`src/rtl/ram_arb_pkg.sv`:
```
// Shared definitions for the RAM port-A arbiter: lock FSM encoding,
// read pipeline depth and owner-id width helper.
package ram_arb_pkg;

  typedef enum logic [0:0] {
    ST_IDLE   = 1'b0,
    ST_LOCKED = 1'b1
  } arb_state_t;

  // Grant to read data: one cycle for the command register, one for the RAM.
  localparam int RD_LAT = 2;

  // Burst counter width; MAX_BURST tops out at 15.
  localparam int CNT_W = 4;

  // Owner-id width, never narrower than one bit.
  function automatic int id_width(input int n);
    return (n > 1) ? $clog2(n) : 1;
  endfunction

  localparam int DEFAULT_NUM_REQ = 4;
  localparam int DEFAULT_ID_W    = id_width(DEFAULT_NUM_REQ);

endpackage

```
`src/rtl/rr_arbiter.sv`:
```
// Pure round-robin pick: first requester at or after ptr (wrapping) wins.
module rr_arbiter #(
  parameter int N     = 4,
  parameter int PTR_W = 2
) (
  input  logic [N-1:0]     req,
  input  logic [PTR_W-1:0] ptr,
  output logic [N-1:0]     gnt
);

  logic found;

  always_comb begin
    gnt   = '0;
    found = 1'b0;
    for (int k = 0; k < N; k++) begin
      if (!found && req[(int'(ptr) + k) % N]) begin
        gnt[(int'(ptr) + k) % N] = 1'b1;
        found = 1'b1;
      end
    end
  end

endmodule

```
`src/rtl/ram_port_arbiter.sv`:
```
// Shares RAM port A between NUM_REQ requesters: round-robin with burst locking,
// registered RAM command and read-data routing back to the issuing requester.
module ram_port_arbiter
  import ram_arb_pkg::*;
#(
  parameter int NUM_REQ   = 4,
  parameter int ADDR_W    = 8,
  parameter int DATA_W    = 8,
  parameter int MAX_BURST = 4
) (
  input  logic                      clk,
  input  logic                      rst,
  input  logic [NUM_REQ-1:0]        req,
  input  logic [NUM_REQ-1:0]        req_we,
  input  logic [NUM_REQ-1:0]        req_lock,
  input  logic [NUM_REQ*ADDR_W-1:0] req_addr,
  input  logic [NUM_REQ*DATA_W-1:0] req_wdata,
  output logic [NUM_REQ-1:0]        gnt,
  output logic [NUM_REQ-1:0]        rd_valid,
  output logic [DATA_W-1:0]         rd_data,
  output logic                      ram_write_enable,
  output logic                      ram_output_enable,
  output logic [ADDR_W-1:0]         ram_address,
  output logic [DATA_W-1:0]         ram_data_in,
  input  logic [DATA_W-1:0]         ram_data_out,
  output logic                      busy
);

  localparam int ID_W = id_width(NUM_REQ);
  localparam logic [CNT_W-1:0] CNT_MAX = CNT_W'(MAX_BURST);
  localparam logic [ID_W-1:0]  LAST_ID = ID_W'(NUM_REQ - 1);

  logic [ADDR_W-1:0] addr_arr  [NUM_REQ];
  logic [DATA_W-1:0] wdata_arr [NUM_REQ];

  genvar gi;
  generate
    for (gi = 0; gi < NUM_REQ; gi++) begin : g_unpack
      assign addr_arr[gi]  = req_addr[gi*ADDR_W +: ADDR_W];
      assign wdata_arr[gi] = req_wdata[gi*DATA_W +: DATA_W];
    end
  endgenerate

  arb_state_t       state_reg, state_next;
  logic [ID_W-1:0]  ptr_reg, ptr_next;
  logic [ID_W-1:0]  owner_reg, owner_next;
  logic [CNT_W-1:0] count_reg, count_next;

  logic [NUM_REQ-1:0] rr_gnt;
  logic [NUM_REQ-1:0] gnt_int;
  logic [NUM_REQ-1:0] owner_onehot;
  logic [ID_W-1:0]    win_id;
  logic [CNT_W-1:0]   beat_cnt;
  logic               competitor;
  logic               owner_waiting_rivals;

  rr_arbiter #(
    .N    (NUM_REQ),
    .PTR_W(ID_W)
  ) u_rr (
    .req(req),
    .ptr(ptr_reg),
    .gnt(rr_gnt)
  );

  assign owner_onehot = NUM_REQ'(1) << owner_reg;

  always_comb begin
    state_next           = state_reg;
    ptr_next             = ptr_reg;
    owner_next           = owner_reg;
    count_next           = count_reg;
    gnt_int              = '0;
    win_id               = '0;
    beat_cnt             = '0;
    competitor           = 1'b0;
    owner_waiting_rivals = 1'b0;

    if (!rst) begin
      case (state_reg)
        ST_IDLE:   gnt_int = rr_gnt;
        ST_LOCKED: gnt_int = req[owner_reg] ? owner_onehot : '0;
        default:   gnt_int = '0;
      endcase
    end

    for (int k = 0; k < NUM_REQ; k++) begin
      if (gnt_int[k]) win_id = ID_W'(k);
    end

    competitor = |(req & ~gnt_int);
    // Beat number this grant would be within a burst, saturating at MAX_BURST.
    if (state_reg == ST_IDLE) beat_cnt = CNT_W'(1);
    else if (count_reg >= CNT_MAX) beat_cnt = CNT_MAX;
    else beat_cnt = count_reg + 1'b1;

    if (|gnt_int) begin
      ptr_next = (win_id == LAST_ID) ? '0 : win_id + 1'b1;
      if (req_lock[win_id] && !(beat_cnt == CNT_MAX && competitor)) begin
        state_next = ST_LOCKED;
        owner_next = win_id;
        count_next = beat_cnt;
      end else begin
        state_next = ST_IDLE;
        count_next = '0;
      end
    end else if (state_reg == ST_LOCKED) begin
      // An exhausted owner that has gone quiet must not starve others.
      owner_waiting_rivals = (count_reg == CNT_MAX) && |(req & ~owner_onehot);
      if (owner_waiting_rivals) begin
        state_next = ST_IDLE;
        count_next = '0;
      end
    end
  end

  always_ff @(posedge clk) begin
    if (rst) begin
      state_reg <= ST_IDLE;
      ptr_reg   <= '0;
      owner_reg <= '0;
      count_reg <= '0;
    end else begin
      state_reg <= state_next;
      ptr_reg   <= ptr_next;
      owner_reg <= owner_next;
      count_reg <= count_next;
    end
  end

  logic              we_reg, oe_reg;
  logic [ADDR_W-1:0] addr_reg;
  logic [DATA_W-1:0] din_reg;

  always_ff @(posedge clk) begin
    if (rst) begin
      we_reg   <= 1'b0;
      oe_reg   <= 1'b0;
      addr_reg <= '0;
      din_reg  <= '0;
    end else if (|gnt_int) begin
      we_reg   <= req_we[win_id];
      oe_reg   <= ~req_we[win_id];
      addr_reg <= addr_arr[win_id];
      if (req_we[win_id]) din_reg <= wdata_arr[win_id];
    end else begin
      we_reg <= 1'b0;
      oe_reg <= 1'b0;
    end
  end

  // Owner-id pipeline: stage 0 aligns with the RAM command, the last with data_out.
  logic            rd_vld_reg [RD_LAT];
  logic [ID_W-1:0] rd_id_reg  [RD_LAT];

  always_ff @(posedge clk) begin
    if (rst) begin
      rd_vld_reg[0] <= 1'b0;
      rd_id_reg[0]  <= '0;
    end else begin
      rd_vld_reg[0] <= (|gnt_int) && !req_we[win_id];
      rd_id_reg[0]  <= win_id;
    end
  end

  generate
    for (gi = 1; gi < RD_LAT; gi++) begin : g_rd_pipe
      always_ff @(posedge clk) begin
        if (rst) begin
          rd_vld_reg[gi] <= 1'b0;
          rd_id_reg[gi]  <= '0;
        end else begin
          rd_vld_reg[gi] <= rd_vld_reg[gi-1];
          rd_id_reg[gi]  <= rd_id_reg[gi-1];
        end
      end
    end
  endgenerate

  assign gnt               = gnt_int;
  assign rd_valid          = rd_vld_reg[RD_LAT-1] ? (NUM_REQ'(1) << rd_id_reg[RD_LAT-1]) : '0;
  assign rd_data           = rd_vld_reg[RD_LAT-1] ? ram_data_out : '0;
  assign ram_write_enable  = we_reg;
  assign ram_output_enable = oe_reg;
  assign ram_address       = addr_reg;
  assign ram_data_in       = din_reg;
  assign busy              = (state_reg == ST_LOCKED);

endmodule

```
`config.mk`:
```
export PLATFORM = sky130hd
export DESIGN_NAME = ram_port_arbiter
export DESIGN_NICKNAME = d
export VERILOG_FILES = /design/src/rtl/ram_arb_pkg.sv /design/src/rtl/rr_arbiter.sv /design/src/rtl/ram_port_arbiter.sv
export SDC_FILE = /design/constraint.sdc
export NUM_CORES = 1
export LEC_CHECK = 0
export BUFFER_PORTS_ARGS = -buffer_cell sky130_fd_sc_hd__buf_2
export CORE_ASPECT_RATIO = 0.9
export CORE_MARGIN = 1.5
export CORE_UTILIZATION = 41
export DETAILED_ROUTE_END_ITERATION = 8
export HOLD_SLACK_MARGIN = 0.1
export PLACE_DENSITY = 0.76
export SLEW_MARGIN = 25
export SYNTH_ARGS = -nofsm -noshare
export SYNTH_HDL_FRONTEND = slang
export SYNTH_SLANG_ARGS = --single-unit
```
`constraint.sdc`:
```
create_clock -name clk -period 3.9 [get_ports clk]
set_input_delay 0.975 -clock clk [delete_from_list [all_inputs] [get_ports clk]]
set_output_delay 0.975 -clock clk [all_outputs]
set_load 0.05 [all_outputs]
```
==> results.ini <==
[synth]
yosysWarningCount = 0
ys_seq_area_frac = 0.283
synth_common_cells = nor2_1, dfxtp_1, nand2_1
synth.most_common_cell = nor2_1
synth-edff-count = 0
ys_ff_latch = 33
yosysTopAreaCell = dfxtp_1
syn_area_um2 = 2340
syn_inst = 286
ys_async_sr_fraction = 0
synth_top_area_share = 0.283
synth_nets = 382
synth_ff_type = dfxtp_1
synth_cell_types = 51
postSynthAreaPerCell_um2 = 8.17
synth.area.top_cells = dfxtp_1, nor2_1, a211oi_1

[floorplan]
core_um2 = 5380
io_pins = 121
die_w_um = 82.6
placementRows = 25
die_h_um = 74.6
dieArea_um2 = 6160
start_util = 0.434

[sta]
hold_viol_final = 0
drv_slew = 0
rsz0062_at_grt = false
clock.fmax_ghz = 0.263
worst_pin_slew_ns = 0.631
fin_crit_ns = 3.81
finClkSkew_ns = 0.00775
relSlewSlack = 0.579
setup_violations = 0
final.period_utilization = 0.977
hold_ws_ns = 0.440

[critical_path]
critPathKind = input port to primary output
crit_arrival_ns = 2.83
crit_path_start_kind = input port
required_ns = 2.92
crit_fanout = 11
cp-end-kind = primary output

[drt]
routedWlPerCell_um = 14.1
routed_wirelength_mm = 6.72
drc = 0
drtIter0Drc = 142
viasPerCell = 5.47
vias = 2615
antenna_left = 0
firstDrtPassIters = 4

[placed_design]
hpwl_mm = 5.25
dp_cells = 471
gp_congestion = 0.965
numPortBuffers = 120

[layout]
diodes = 0
layout.nets = 507
syn2layout_area_growth_pct = 35.4
layout-drive-gt1-share = 0.382
stdcell_count = 478

[clock_network]
htree_levels = 2
cts_hold_buffers = 0
ctsResizeCount = 0
cts.path.max_buffers = 2
cts_tree = yes
cts_buffers = 5
cts_root_buf = clkbuf_8
clock-sinks = 33
clk_pin_slew_ns = 0.06
insertion_delay_ns = 0.28
post_cts.repair.setup_buffers = 0

[global_routing]
grt-ovfl-total = 0
grt_usage = 0.220
antenna_found_initial = 0
grt_max_degree = 34
grt_pass1_vias = 2331
grt_pass1_wl_mm = 10.5

[pwr]
powerDensity_nw_per_um2 = 812
p_leak_uw = 0.00153
peakVddDrop_v = 0.000401

[min_path]
hold_class = register to register

[job]
cap_violations = 0

[status]
outcome = finished clean

==> routing by layer <==
metal | part of all wire | track usage | wire length, µm
met1 | 0.42 | 0.271 | 2810
met2 | 0.49 | 0.369 | 3320
met3 | 0.070 | 0.0582 | 469
met4 | 0.017 | 0.0870 | 115
met5 | 0 | 0 | 0
==> power by group <==
group / switching, µW / internal, µW / total (µW)
combinational: 1120 / 663 / 1780
clock: 116 / 140 / 256
sequential: 75.2 / 455 / 530
==> final cells by class <==
class,instances,area (µm²)
Timing Repair Buffer,137,741
Clock buffer,7,86.3
Multi-Input combinational cell,221,1550
Fill cell,501,2210
Sequential cell,33,661
Tap cell,67,83.8
Inverter,13,48.8
==> per-stage QoR <==
stage	TNS, ns	setup slack (ns)	instance area, µm²	total power, µW	util
2_1_floorplan	-0.0638	-0.0638	2350	1830	-
3_3_place_gp	0	0.166	3080	2290	0.572
3_5_place_dp	0	0.124	3080	2320	0.572
4_1_cts	0	0.116	3170	2580	0.588
5_1_grt	0	0.0299	3170	2780	0.588
6_report	0	0.0907	3170	2570	0.588
==> worst max-delay path, stage by stage <==
cell     delay (ns)
buf_2          0.16
nor2b_1        0.14
mux4_2         0.52
a31o_2         0.27
o31ai_1        0.36
buf_4          0.18
inv_1          0.04
buf_2          0.20
==> final timing paths <==
path                   start         endpoint  slack, ns  cells past startpoint
max                   req[2]           gnt[0]       0.09                      8
min          rd_id_reg[0][1]  rd_id_reg[1][1]       0.44                      1
max reg2reg       ptr_reg[1]   ram_data_in[3]       0.58                     12
min reg2reg  rd_id_reg[0][1]  rd_id_reg[1][1]       0.44                      1
==> cell families after synthesis <==
group,count (synthesis),share of synthesized area
multiplexers,13,0.0723
AO/OA/AOI/OAI,86,0.297
AND/OR/NAND/NOR,112,0.236
flip-flops,33,0.283
adder cells (fa/ha/maj),10,0.0535
buffers and inverters,32,0.0584
==> layout by cell type (no fill, tap or decap), drive strengths merged, types with 2 or more instances in the layout <==
cell    count
o31ai       2
clkbuf      7
a22oi       4
a311o       3
mux2i       9
nand3b      3
or3         2
nand4       2
o21ai       6
a21boi      3
o21a        2
a211oi     18
nor3       10
nand3       2
a21oi       8
and3        2
a31oi       2
nand2      24
nor2b       8
nor3b       6
buf       137
nor2       40
mux4        3
ha         10
inv        13
o21bai      8
a311oi      9
a221oi      9
a31o        3
dfxtp      33
and2        9
Note: power is estimated with default switching activity, not from simulation.
